[src/rtl/mips_cpu_pkg.sv]
// rtl/mips_cpu_pkg.sv - shared op/state enums and funct codes for the MIPS core
package mips_cpu_pkg;

    typedef enum logic [2:0] {
        MULT  = 3'd0,
        MULTU = 3'd1,
        DIV   = 3'd2,
        DIVU  = 3'd3,
        MTHI  = 3'd4,
        MTLO  = 3'd5
    } muldiv_op_t;

    typedef enum logic [1:0] {
        IDLE,
        RUN,
        FIX
    } muldiv_state_t;

    localparam logic [5:0] F_MTHI  = 6'h11;
    localparam logic [5:0] F_MTLO  = 6'h13;
    localparam logic [5:0] F_MULT  = 6'h18;
    localparam logic [5:0] F_MULTU = 6'h19;
    localparam logic [5:0] F_DIV   = 6'h1A;
    localparam logic [5:0] F_DIVU  = 6'h1B;

    // Decoder helper: SPECIAL-opcode funct field to muldiv op (unknown codes map to MULT;
    // the decoder only calls this for the six funct values above).
    function automatic muldiv_op_t funct_to_op(input logic [5:0] funct);
        case (funct)
            F_MULTU: return MULTU;
            F_DIV:   return DIV;
            F_DIVU:  return DIVU;
            F_MTHI:  return MTHI;
            F_MTLO:  return MTLO;
            default: return MULT;
        endcase
    endfunction

endpackage

[src/rtl/mips_cpu_div_step.sv]
// rtl/mips_cpu_div_step.sv - combinational multi-bit restoring divide step
module mips_cpu_div_step #(
    parameter int WIDTH = 32,
    parameter int BITS  = 1
) (
    input  logic [WIDTH-1:0] rem_i,
    input  logic [WIDTH-1:0] quo_i,
    input  logic [WIDTH-1:0] divisor_i,
    output logic [WIDTH-1:0] rem_o,
    output logic [WIDTH-1:0] quo_o
);

    logic [WIDTH:0]   r;
    logic [WIDTH-1:0] q;

    // Retire BITS quotient bits: shift the next dividend bit into the partial
    // remainder, subtract the divisor when it fits. One spare bit holds the shifted
    // remainder, which can exceed WIDTH bits before the subtract.
    always_comb begin
        r = {1'b0, rem_i};
        q = quo_i;
        for (int k = 0; k < BITS; k++) begin
            r = {r[WIDTH-1:0], q[WIDTH-1]};
            q = {q[WIDTH-2:0], 1'b0};
            if (r >= {1'b0, divisor_i}) begin
                r    = r - {1'b0, divisor_i};
                q[0] = 1'b1;
            end
        end
        rem_o = r[WIDTH-1:0];
        quo_o = q;
    end

endmodule

[src/rtl/mips_cpu_muldiv.sv]
// rtl/mips_cpu_muldiv.sv - iterative HI/LO mul/div unit; MIPS_MULDIV_FAST_MUL_EN selects single-cycle multiply
module mips_cpu_muldiv
    import mips_cpu_pkg::*;
#(
    parameter int WIDTH          = 32,
    parameter int BITS_PER_CYCLE = 1
) (
    input  logic             clk,
    input  logic             reset,
    input  logic             start,
    input  logic [2:0]       op,
    input  logic [WIDTH-1:0] a,
    input  logic [WIDTH-1:0] b,
    input  logic             flush,
    output logic             busy,
    output logic             done,
    output logic [WIDTH-1:0] hi,
    output logic [WIDTH-1:0] lo
);

    localparam int N  = WIDTH / BITS_PER_CYCLE;
    localparam int CW = (N > 1) ? $clog2(N) : 1;

    localparam logic [CW-1:0]        CNT_INIT = CW'(N - 1);
    localparam logic [CW-1:0]        ONE_C    = CW'(1);
    localparam logic [WIDTH-1:0]     ONE_W    = WIDTH'(1);
    localparam logic [2*WIDTH-1:0]   ONE_P    = (2*WIDTH)'(1);

    muldiv_state_t state_q, state_d;
    logic [CW-1:0]        cnt_q, cnt_d;
    logic                 is_div_q, is_div_d;
    logic                 neg_res_q, neg_res_d;   // product / quotient is negative
    logic                 neg_rem_q, neg_rem_d;   // remainder follows dividend sign
    logic                 divz_q, divz_d;
    logic [WIDTH-1:0]     opa_q, opa_d;           // |multiplicand|
    logic [WIDTH-1:0]     opb_q, opb_d;           // |divisor| / |multiplier|
    logic [WIDTH-1:0]     sh_q, sh_d;             // multiplier or dividend->quotient
    logic [2*WIDTH-1:0]   acc_q, acc_d;           // product, or remainder in low half
    logic [WIDTH-1:0]     hi_q, hi_d;
    logic [WIDTH-1:0]     lo_q, lo_d;
    logic                 done_q, done_d;

    muldiv_op_t           op_e;
    logic                 op_signed, op_div, op_arith, accept, launch;
    logic [2*WIDTH-1:0]   mul_p;
    logic [WIDTH-1:0]     mul_m;
    logic [WIDTH-1:0]     div_rem, div_quo;
    logic [2*WIDTH-1:0]   prod_mag, prod_s;
    logic [WIDTH-1:0]     quo_s, rem_s;

    function automatic logic [WIDTH-1:0] mag(input logic [WIDTH-1:0] v, input logic sgn);
        return (sgn && v[WIDTH-1]) ? (~v + ONE_W) : v;
    endfunction

    assign op_e      = muldiv_op_t'(op);
    assign op_signed = (op_e == MULT) || (op_e == DIV);
    assign op_div    = (op_e == DIV) || (op_e == DIVU);
    assign op_arith  = (op_e == MULT) || (op_e == MULTU) || op_div;
    assign accept    = (state_q == IDLE) && start && !flush;
    assign launch    = accept && op_arith;

    mips_cpu_div_step #(
        .WIDTH (WIDTH),
        .BITS  (BITS_PER_CYCLE)
    ) u_div_step (
        .rem_i     (acc_q[WIDTH-1:0]),
        .quo_i     (sh_q),
        .divisor_i (opb_q),
        .rem_o     (div_rem),
        .quo_o     (div_quo)
    );

    // Multiply step: MSB-first shift-add of BITS_PER_CYCLE multiplier bits.
    always_comb begin
        mul_p = acc_q;
        mul_m = sh_q;
        for (int k = 0; k < BITS_PER_CYCLE; k++) begin
            mul_p = mul_p << 1;
            if (mul_m[WIDTH-1]) begin
                mul_p = mul_p + {{WIDTH{1'b0}}, opa_q};
            end
            mul_m = mul_m << 1;
        end
    end

`ifdef MIPS_MULDIV_FAST_MUL_EN
    assign prod_mag = {{WIDTH{1'b0}}, opa_q} * {{WIDTH{1'b0}}, opb_q};
`else
    assign prod_mag = acc_q;
`endif

    // Sign correction applied on the FIX edge.
    always_comb begin
        prod_s = neg_res_q ? (~prod_mag + ONE_P) : prod_mag;
        quo_s  = neg_res_q ? (~sh_q + ONE_W) : sh_q;
        rem_s  = neg_rem_q ? (~acc_q[WIDTH-1:0] + ONE_W) : acc_q[WIDTH-1:0];
    end

    // FSM next state: flush always returns a busy unit to IDLE.
    always_comb begin
        state_d = state_q;
        case (state_q)
            IDLE: begin
                if (launch) begin
`ifdef MIPS_MULDIV_FAST_MUL_EN
                    state_d = op_div ? RUN : FIX;
`else
                    state_d = RUN;
`endif
                end
            end
            RUN: begin
                if (flush) begin
                    state_d = IDLE;
                end else if (cnt_q == '0) begin
                    state_d = FIX;
                end
            end
            FIX:     state_d = IDLE;
            default: state_d = IDLE;
        endcase
    end

    // Datapath next state: operand latch, iteration, and HI/LO writeback.
    always_comb begin
        cnt_d     = cnt_q;
        is_div_d  = is_div_q;
        neg_res_d = neg_res_q;
        neg_rem_d = neg_rem_q;
        divz_d    = divz_q;
        opa_d     = opa_q;
        opb_d     = opb_q;
        sh_d      = sh_q;
        acc_d     = acc_q;
        hi_d      = hi_q;
        lo_d      = lo_q;
        done_d    = 1'b0;
        case (state_q)
            IDLE: begin
                if (launch) begin
                    opa_d     = mag(a, op_signed);
                    opb_d     = mag(b, op_signed);
                    sh_d      = op_div ? mag(a, op_signed) : mag(b, op_signed);
                    acc_d     = '0;
                    cnt_d     = CNT_INIT;
                    is_div_d  = op_div;
                    neg_res_d = op_signed && (a[WIDTH-1] ^ b[WIDTH-1]);
                    neg_rem_d = op_signed && a[WIDTH-1];
                    divz_d    = op_div && (b == '0);
                end else if (accept && op_e == MTHI) begin
                    hi_d = a;
                end else if (accept && op_e == MTLO) begin
                    lo_d = a;
                end
            end
            RUN: begin
                if (!flush) begin
                    cnt_d = cnt_q - ONE_C;
                    if (is_div_q) begin
                        acc_d = {{WIDTH{1'b0}}, div_rem};
                        sh_d  = div_quo;
                    end else begin
                        acc_d = mul_p;
                        sh_d  = mul_m;
                    end
                end
            end
            FIX: begin
                if (!flush) begin
                    done_d = 1'b1;
                    if (is_div_q) begin
                        lo_d = divz_q ? '1 : quo_s;
                        hi_d = rem_s;
                    end else begin
                        hi_d = prod_s[2*WIDTH-1:WIDTH];
                        lo_d = prod_s[WIDTH-1:0];
                    end
                end
            end
            default: ;
        endcase
    end

    // State and datapath registers.
    always_ff @(posedge clk or negedge reset) begin
        if (!reset) begin
            state_q   <= IDLE;
            cnt_q     <= '0;
            is_div_q  <= 1'b0;
            neg_res_q <= 1'b0;
            neg_rem_q <= 1'b0;
            divz_q    <= 1'b0;
            opa_q     <= '0;
            opb_q     <= '0;
            sh_q      <= '0;
            acc_q     <= '0;
            hi_q      <= '0;
            lo_q      <= '0;
            done_q    <= 1'b0;
        end else begin
            state_q   <= state_d;
            cnt_q     <= cnt_d;
            is_div_q  <= is_div_d;
            neg_res_q <= neg_res_d;
            neg_rem_q <= neg_rem_d;
            divz_q    <= divz_d;
            opa_q     <= opa_d;
            opb_q     <= opb_d;
            sh_q      <= sh_d;
            acc_q     <= acc_d;
            hi_q      <= hi_d;
            lo_q      <= lo_d;
            done_q    <= done_d;
        end
    end

    assign busy = (state_q != IDLE);
    assign done = done_q;
    assign hi   = hi_q;
    assign lo   = lo_q;

endmodule

[config.mk]
export PLATFORM = sky130hd
export DESIGN_NAME = mips_cpu_muldiv
export DESIGN_NICKNAME = d
export VERILOG_FILES = /design/src/rtl/mips_cpu_pkg.sv /design/src/rtl/mips_cpu_div_step.sv /design/src/rtl/mips_cpu_muldiv.sv
export SDC_FILE = /design/constraint.sdc
export NUM_CORES = 1
export LEC_CHECK = 0
export ABC_AREA = 1
export ABC_CLOCK_PERIOD_IN_PS = 4100
export BUFFER_PORTS_ARGS = -buffer_cell sky130_fd_sc_hd__buf_2
export CAP_MARGIN = 20
export CORE_ASPECT_RATIO = 0.6
export CORE_MARGIN = 5
export CORE_UTILIZATION = 25
export DETAILED_ROUTE_END_ITERATION = 8
export PLACE_DENSITY = 0.49
export SLEW_MARGIN = 15
export SYNTH_ARGS = -nofsm -noshare
export SYNTH_HDL_FRONTEND = slang
export SYNTH_SLANG_ARGS = --single-unit
[constraint.sdc]
create_clock -name clk -period 4.1 [get_ports clk]
set_clock_uncertainty 0.2 [all_clocks]
set_input_delay 0.82 -clock clk [delete_from_list [all_inputs] [get_ports clk]]
set_output_delay 0.82 -clock clk [all_outputs]
set_load 0.01 [all_outputs]
==> results of run 1 <==
area by class of cell:
class                           count  area share
Inverter                          481      0.0704
Sequential cell                   236       0.230
Timing Repair Buffer              193      0.0461
Multi-Input combinational cell   2939       0.558
Tap cell                         1218      0.0594
Clock inverter                     13     0.00561
Clock buffer                       37      0.0302
synth_stat cells (18+ instances only):
master and n:
o22ai_1 30, inv_1 463, xor2_1 85, xnor2_1 18, dfrtp_1 236, nand3_1 368
nor3_1 54, nand2_1 1173, nand4_1 55, nor2_1 462, o21ai_0 192, a21oi_1 191
buf_2 34, clkbuf_1 90, o21ai_1 19, o21bai_1 18, o211ai_1 42, ha_1 69
a2bb2oi_1 20
layout by cell type (no fill, tap or decap), types with 52 or more instances in the layout:
master / n
buf_2: 135
xor2_1: 85
nor2_1: 461
nand3_1: 368
ha_1: 69
nand2_1: 1173
a21oi_1: 191
inv_1: 463
buf_4: 52
nand4_1: 55
nor3_1: 54
dfrtp_1: 233
o21ai_0: 192
sequential cells by signal, indices dropped and copies added (netlist names):
register	count
opa_q	32
sh_q	32
is_div_q	1
hi	32
divz_q	1
neg_rem_q	1
opb_q	32
done	1
lo	32
state_q	2
neg_res_q	1
acc_q	64
cnt_q	5
worst max-delay path by stage:
| stage | from | end | slack [ps] | cells past startpoint |
|---|---|---|---|---|
| finish | acc_q[24] | acc_q[58] | 810 | 11 |
| global route | opb_q[29] | acc_q[3] | 590 | 15 |
| CTS | acc_q[0] | acc_q[59] | 870 | 12 |
| detailed placement | acc_q[0] | acc_q[59] | 880 | 12 |
| global placement | op[1] | sh_q[10] | 880 | 10 |
| floorplan | sh_q[31] | acc_q[16] | 1100 | 15 |
metal layers:
metal,track usage,part of all wire
met1,0.379,0.49
met2,0.296,0.35
met3,0.0923,0.14
met4,0.0323,0.016
met5,0,0.00025
cell families after synthesis:
kind of cell | count (synthesis) | synth area share
xor gates and xnor gates | 103 | 0.0398
DFF | 236 | 0.261
adders and majority gates | 71 | 0.0399
and+or+nand+nor | 2190 | 0.404
AOI/OAI and AO/OA | 575 | 0.147
buffers and inverters | 629 | 0.108
critical path, delay by kind of cell, from the launching register on:
family                     cells  cell delay (ps)
AOI/OAI and AO/OA              1              150
adders and majority gates      1              480
buffers and inverters          1               80
DFF                            1              600
and+or+nand+nor                8             1640
power groups by stage:
stage                     Sequential, mW  Clock [mW]  Combinational [mW]
after floorplan                     3.44           0                6.75
after global placement              3.72           0                10.5
after detailed placement            3.72           0                10.4
after CTS                           3.69        2.70                10.5
after global routing                3.78        2.81                11.8
final                               3.73        2.66                10.9
through the flow:
step                power (mW)   util  std cells  setup slack (ps)
finish                    17.3  0.286       5117               809
global route              18.4  0.286       5117               587
CTS                       16.8  0.286       5117               866
detailed placement        14.1  0.275       5067               880
global placement          14.2  0.275       5067               876
floorplan                 10.2      -       3804              1100
==> impl_metrics.tcl, run 1 <==
set metrics [dict create \
    status "finished with violations" \
    violations "hold timing" \
    grt_antenna_before_repair 6 \
    max_freq_ghz 0.304 \
    synth-warning-count 0 \
    layout-drive-gt1-share 0.0780 \
    numCtsBuffers 27 \
    cts_resized 0 \
    drt_iter0_drc 3562 \
    start_util 0.252 \
    p_per_area_nw_per_um2 673 \
    std_cell_rows 85 \
    max_slew_margin 0.396 \
    h-tree-depth 1 \
    switchingPower_mw 9.75 \
    maxCapViolations 0 \
    dp_hpwl_um 95800 \
    ctsHoldBuffers 0 \
    clk_pin_slew_ps 80 \
    drv_slew 0 \
    tightest_slew_ps 896 \
    ant_nets 0 \
    fillers 10266 \
    area_growth_syn_to_layout_pct 13.3 \
    power_frac_comb 0.630 \
    crit_required_ps 4370 \
    dr.pass1.iters 6 \
    design_area_um2 25600 \
    hp-class "in2async" \
    hold_viol 1 \
    ys_ff_latch 236 \
    min_period_over_period 0.803 \
    setup-tns-final_ps 0 \
    worstPathArrival_ps 3560 \
    num_antenna_cells 0 \
    hold_ws_ps -2.85 \
    synth-main-ff-cell "dfrtp_1" \
    synth.top_cell.area_share 0.261 \
    critPathMaxStageDelay_ps 600 \
    postCtsSetupBuffers 0 \
    place_area_um2 24700 \
    yosysUniqueCellTypes 55 \
    pin_count 137 \
    synthArstFlopShare 1.00 \
    grtUsageTotal 0.238 \
    dieArea_um2 96900 \
    syn-num-nets 3946 \
    root_buffer "clkbuf_16" \
    grt_max_degree 121 \
    drcViolationCount 0 \
    r2r_end "acc_q[58]" \
    synth_edf_count 0 \
    start_kind "flip-flop" \
    numPortBuffers 136 \
    p_seq_frac 0.216 \
    avgSynthCellArea_um2 5.95 \
    die_w_um 399 \
    wl_um 119000 \
    peakVddDrop_v 0.000337 \
    crit_top_cell "nand2_1" \
    seq_area_um2 5910 \
    reg2reg_setup_slack_ps 810 \
    clock_latency_ps 620 \
    fp.coreArea_um2 89800 \
    setup_violations 0 \
    multi_input_area_um2 14300 \
    clock-sinks 236 \
    vias_per_cell 5.17 \
    die_height_um 243 \
    gr-total-overflow 0 \
    path_cells "ha_1 -> nand2_1 -> nor2_1 -> inv_1 -> nor3_1 -> and2_1 -> nand2_1 -> nand2_1 -> nand4_1 -> nand3_1 -> o21ai_0" \
    fin_crit_ps 3290 \
    reg2reg_depth 11 \
    vias 26445 \
    grt_pass1_vias 23797 \
    cts_tree "done" \
    critical_path_class "reg2reg" \
    worstSetupEndpointType "flip-flop" \
    r2r-start "acc_q[24]" \
    clkPwrFrac 0.154 \
    swShare 0.564 \
    p_leak_nw 12.8 \
    synth_area_leaders "dfrtp_1 (26%), nand2_1 (19%), nand3_1 (8.1%)" \
    critPathSlowestCell "dfrtp_1" \
    rsz0062_at_grt "false" \
    cts_buffer_depth 3 \
    synth_area_um2 22600 \
    synth_cells 3804 \
    path_max_fanout 9 \
    gp_congestion 1.00 \
    cell_internal_pwr_mw 7.52 \
    wire_per_inst_um 23.2 \
    layout.nets 4020 \
    yosysSeqAreaShare 0.261 \
    grt_pass1_wl_um 171000 \
    synth_top_cell_by_area "dfrtp_1" \
]
Power figures use the tool's default switching activity.
==> run 2: changes to the inputs <==
--- a/config.mk
+++ b/config.mk
@@ -6,7 +6,7 @@
 export NUM_CORES = 1
 export LEC_CHECK = 0
 export ABC_AREA = 1
-export ABC_CLOCK_PERIOD_IN_PS = 4100
+export ABC_CLOCK_PERIOD_IN_PS = 3100
 export BUFFER_PORTS_ARGS = -buffer_cell sky130_fd_sc_hd__buf_2
 export CAP_MARGIN = 20
 export CORE_ASPECT_RATIO = 0.6
==> constraint.sdc (replaced) <==
create_clock -name clk -period 3.1 [get_ports clk]
set_clock_uncertainty 0.2 [all_clocks]
set_input_delay 0.62 -clock clk [delete_from_list [all_inputs] [get_ports clk]]
set_output_delay 0.62 -clock clk [all_outputs]
set_load 0.01 [all_outputs]
==> impl_metrics.tcl, run 2 (synthesized netlist as in run 1, its figures left out) <==
set metrics [dict create \
    p_leak_nw 13.4 \
    grtUsageTotal 0.240 \
    multi_input_area_um2 14300 \
    max_slew_margin 0.446 \
    min_period_over_period 0.970 \
    die_height_um 243 \
    vias_per_cell 5.16 \
    layout.nets 4125 \
    start_kind "flip-flop" \
    dp_hpwl_um 97600 \
    area_growth_syn_to_layout_pct 17.5 \
    dr.pass1.iters 6 \
    vias 26970 \
    grt_pass1_wl_um 174000 \
    grt_max_degree 90 \
    path_max_fanout 4 \
    largest_register_ffs 64 \
    seq_area_um2 5910 \
    r2r_end "acc_q[30]" \
    tightest_slew_ps 823 \
    peakVddDrop_v 0.000460 \
    hold_viol 0 \
    reg2reg_setup_slack_ps 90 \
    drt_iter0_drc 3321 \
    r2r-start "opa_q[29]" \
    numPortBuffers 136 \
    die_w_um 399 \
    dp.cells 5169 \
    largest-register "acc_q" \
    std_cell_rows 85 \
    status "finished, final reports clean" \
    min_to "done" \
    pin_count 137 \
    path_cells "ha_1 -> inv_1 -> o21ai_0 -> buf_4 -> a21oi_1 -> nand2_1 -> a21oi_1 -> nand2_1 -> nand2_1 -> nand3_1 -> a21oi_1 -> nand2_1 -> nand2_1" \
    critPathMaxStageDelay_ps 520 \
    gp_congestion 0.982 \
    hp-class "in2reg" \
    setup_violations 0 \
    clk_pin_slew_ps 60 \
    start_util 0.252 \
    h-tree-depth 1 \
    fp.coreArea_um2 89800 \
    finalNonFillerCells 5222 \
    grt_pass1_vias 24568 \
    min_path_cells 2 \
    worstHoldStart "flush" \
    fillers 10315 \
    layout_common_cells "nand2_1 (1,170), inv_1 (463), nor2_1 (459)" \
    crit_required_ps 3460 \
    power_mw 23.7 \
    max_freq_ghz 0.332 \
    numCtsBuffers 29 \
    final_common_cell "nand2_1" \
    p_per_area_nw_per_um2 889 \
    grt_antenna_before_repair 2 \
    reg2reg_depth 13 \
    cts_buffer_depth 3 \
    critical_path_class "reg2reg" \
    gr-total-overflow 0 \
    root_buffer "clkbuf_16" \
    dieArea_um2 96900 \
    critPathSlowestCell "dfrtp_1" \
    cts_tree "done" \
    drv_slew 0 \
    fin_crit_ps 3010 \
    setup-tns-final_ps 0 \
    rsz0062_at_grt "false" \
    worstPathArrival_ps 3370 \
    layout-drive-gt1-share 0.104 \
    wire_per_inst_um 23.0 \
    wl_um 120000 \
    final_core_util 0.296 \
    drcViolationCount 0 \
    ant_nets 0 \
    crit_top_cell "nand2_1" \
    maxCapViolations 0 \
    clock-sinks 236 \
    worstSetupEndpointType "flip-flop" \
    clock_latency_ps 630 \
]
## run 2: cell types whose count changed in the layout (fill, tap and decap cells not counted), moves of 2 or more
cell / change
clkinv_2: +3
clkinv_4: +3
nand2_2: +3
o21ai_0: -2
nor2_1: -2
bufinv_16: +3
nand2_1: -3
o21ai_1: +2
clkbuf_8: -5
clkbuf_16: +2
buf_4: +96
clkbuf_1: -3
buf_12: +6
## run 2: layout make-up
type | instances | area share
sequential | 236 | 0.222
clock buffer | 31 | 0.0279
clock inverter | 20 | 0.00973
tap | 1218 | 0.0573
timing repair buffer | 296 | 0.0764
inverter | 481 | 0.0679
antenna | 1 | 0.0000940
multi-input combinational | 2939 | 0.539
## run 2: per-stage QoR
stage | cell area [µm²] | hold slack, ps | setup WS (ps)
after floorplan | 22600 | 124 | 99.3
final | 26600 | 112 | 91.7
after global routing | 26600 | 108 | 7.32
after detailed placement | 25600 | 276 | 26.7
after global placement | 25600 | 267 | 11.4
after CTS | 26600 | 89.7 | 30.3
## run 2: repair_timing
action,in CTS,in global routing
hold endpoints to repair,38,0
endpoints found under the setup margin,0,11
buffers inserted,0,0
resized for setup,0,11
hold buffers,1,0
## run 2: report_power, final
group | internal, mW | switching, mW
Sequential | 3.86 | 0.950
Clock | 2.16 | 1.62
Combinational | 4.63 | 10.4
## run 2: worst max path at each step
stage	slack, ps	from	to
after floorplan	100	sh_q[31]	acc_q[16]
after global placement	10	b[0]	sh_q[16]
after detailed placement	30	b[0]	sh_q[16]
after CTS	30	acc_q[2]	hi[7]
after global routing	7	acc_q[2]	hi[7]
final	90	opa_q[29]	acc_q[30]
## run 2: worst max-delay path: cells and delay by family, from the launching register on
family          cells  cell delay [ps]
flops               1              520
compound gates      4              970
fa+ha+maj           1              470
simple gates        6              510
buf+inv             2              280
## run 2: per-layer routing
metal	global-route usage	vias to the layer above	share of wire
met1	0.386	12873	0.49
met3	0.0804	94	0.13
met5	0	-	0
met2	0.307	1375	0.36
li1	-	12628	-
met4	0.0277	0	0.014
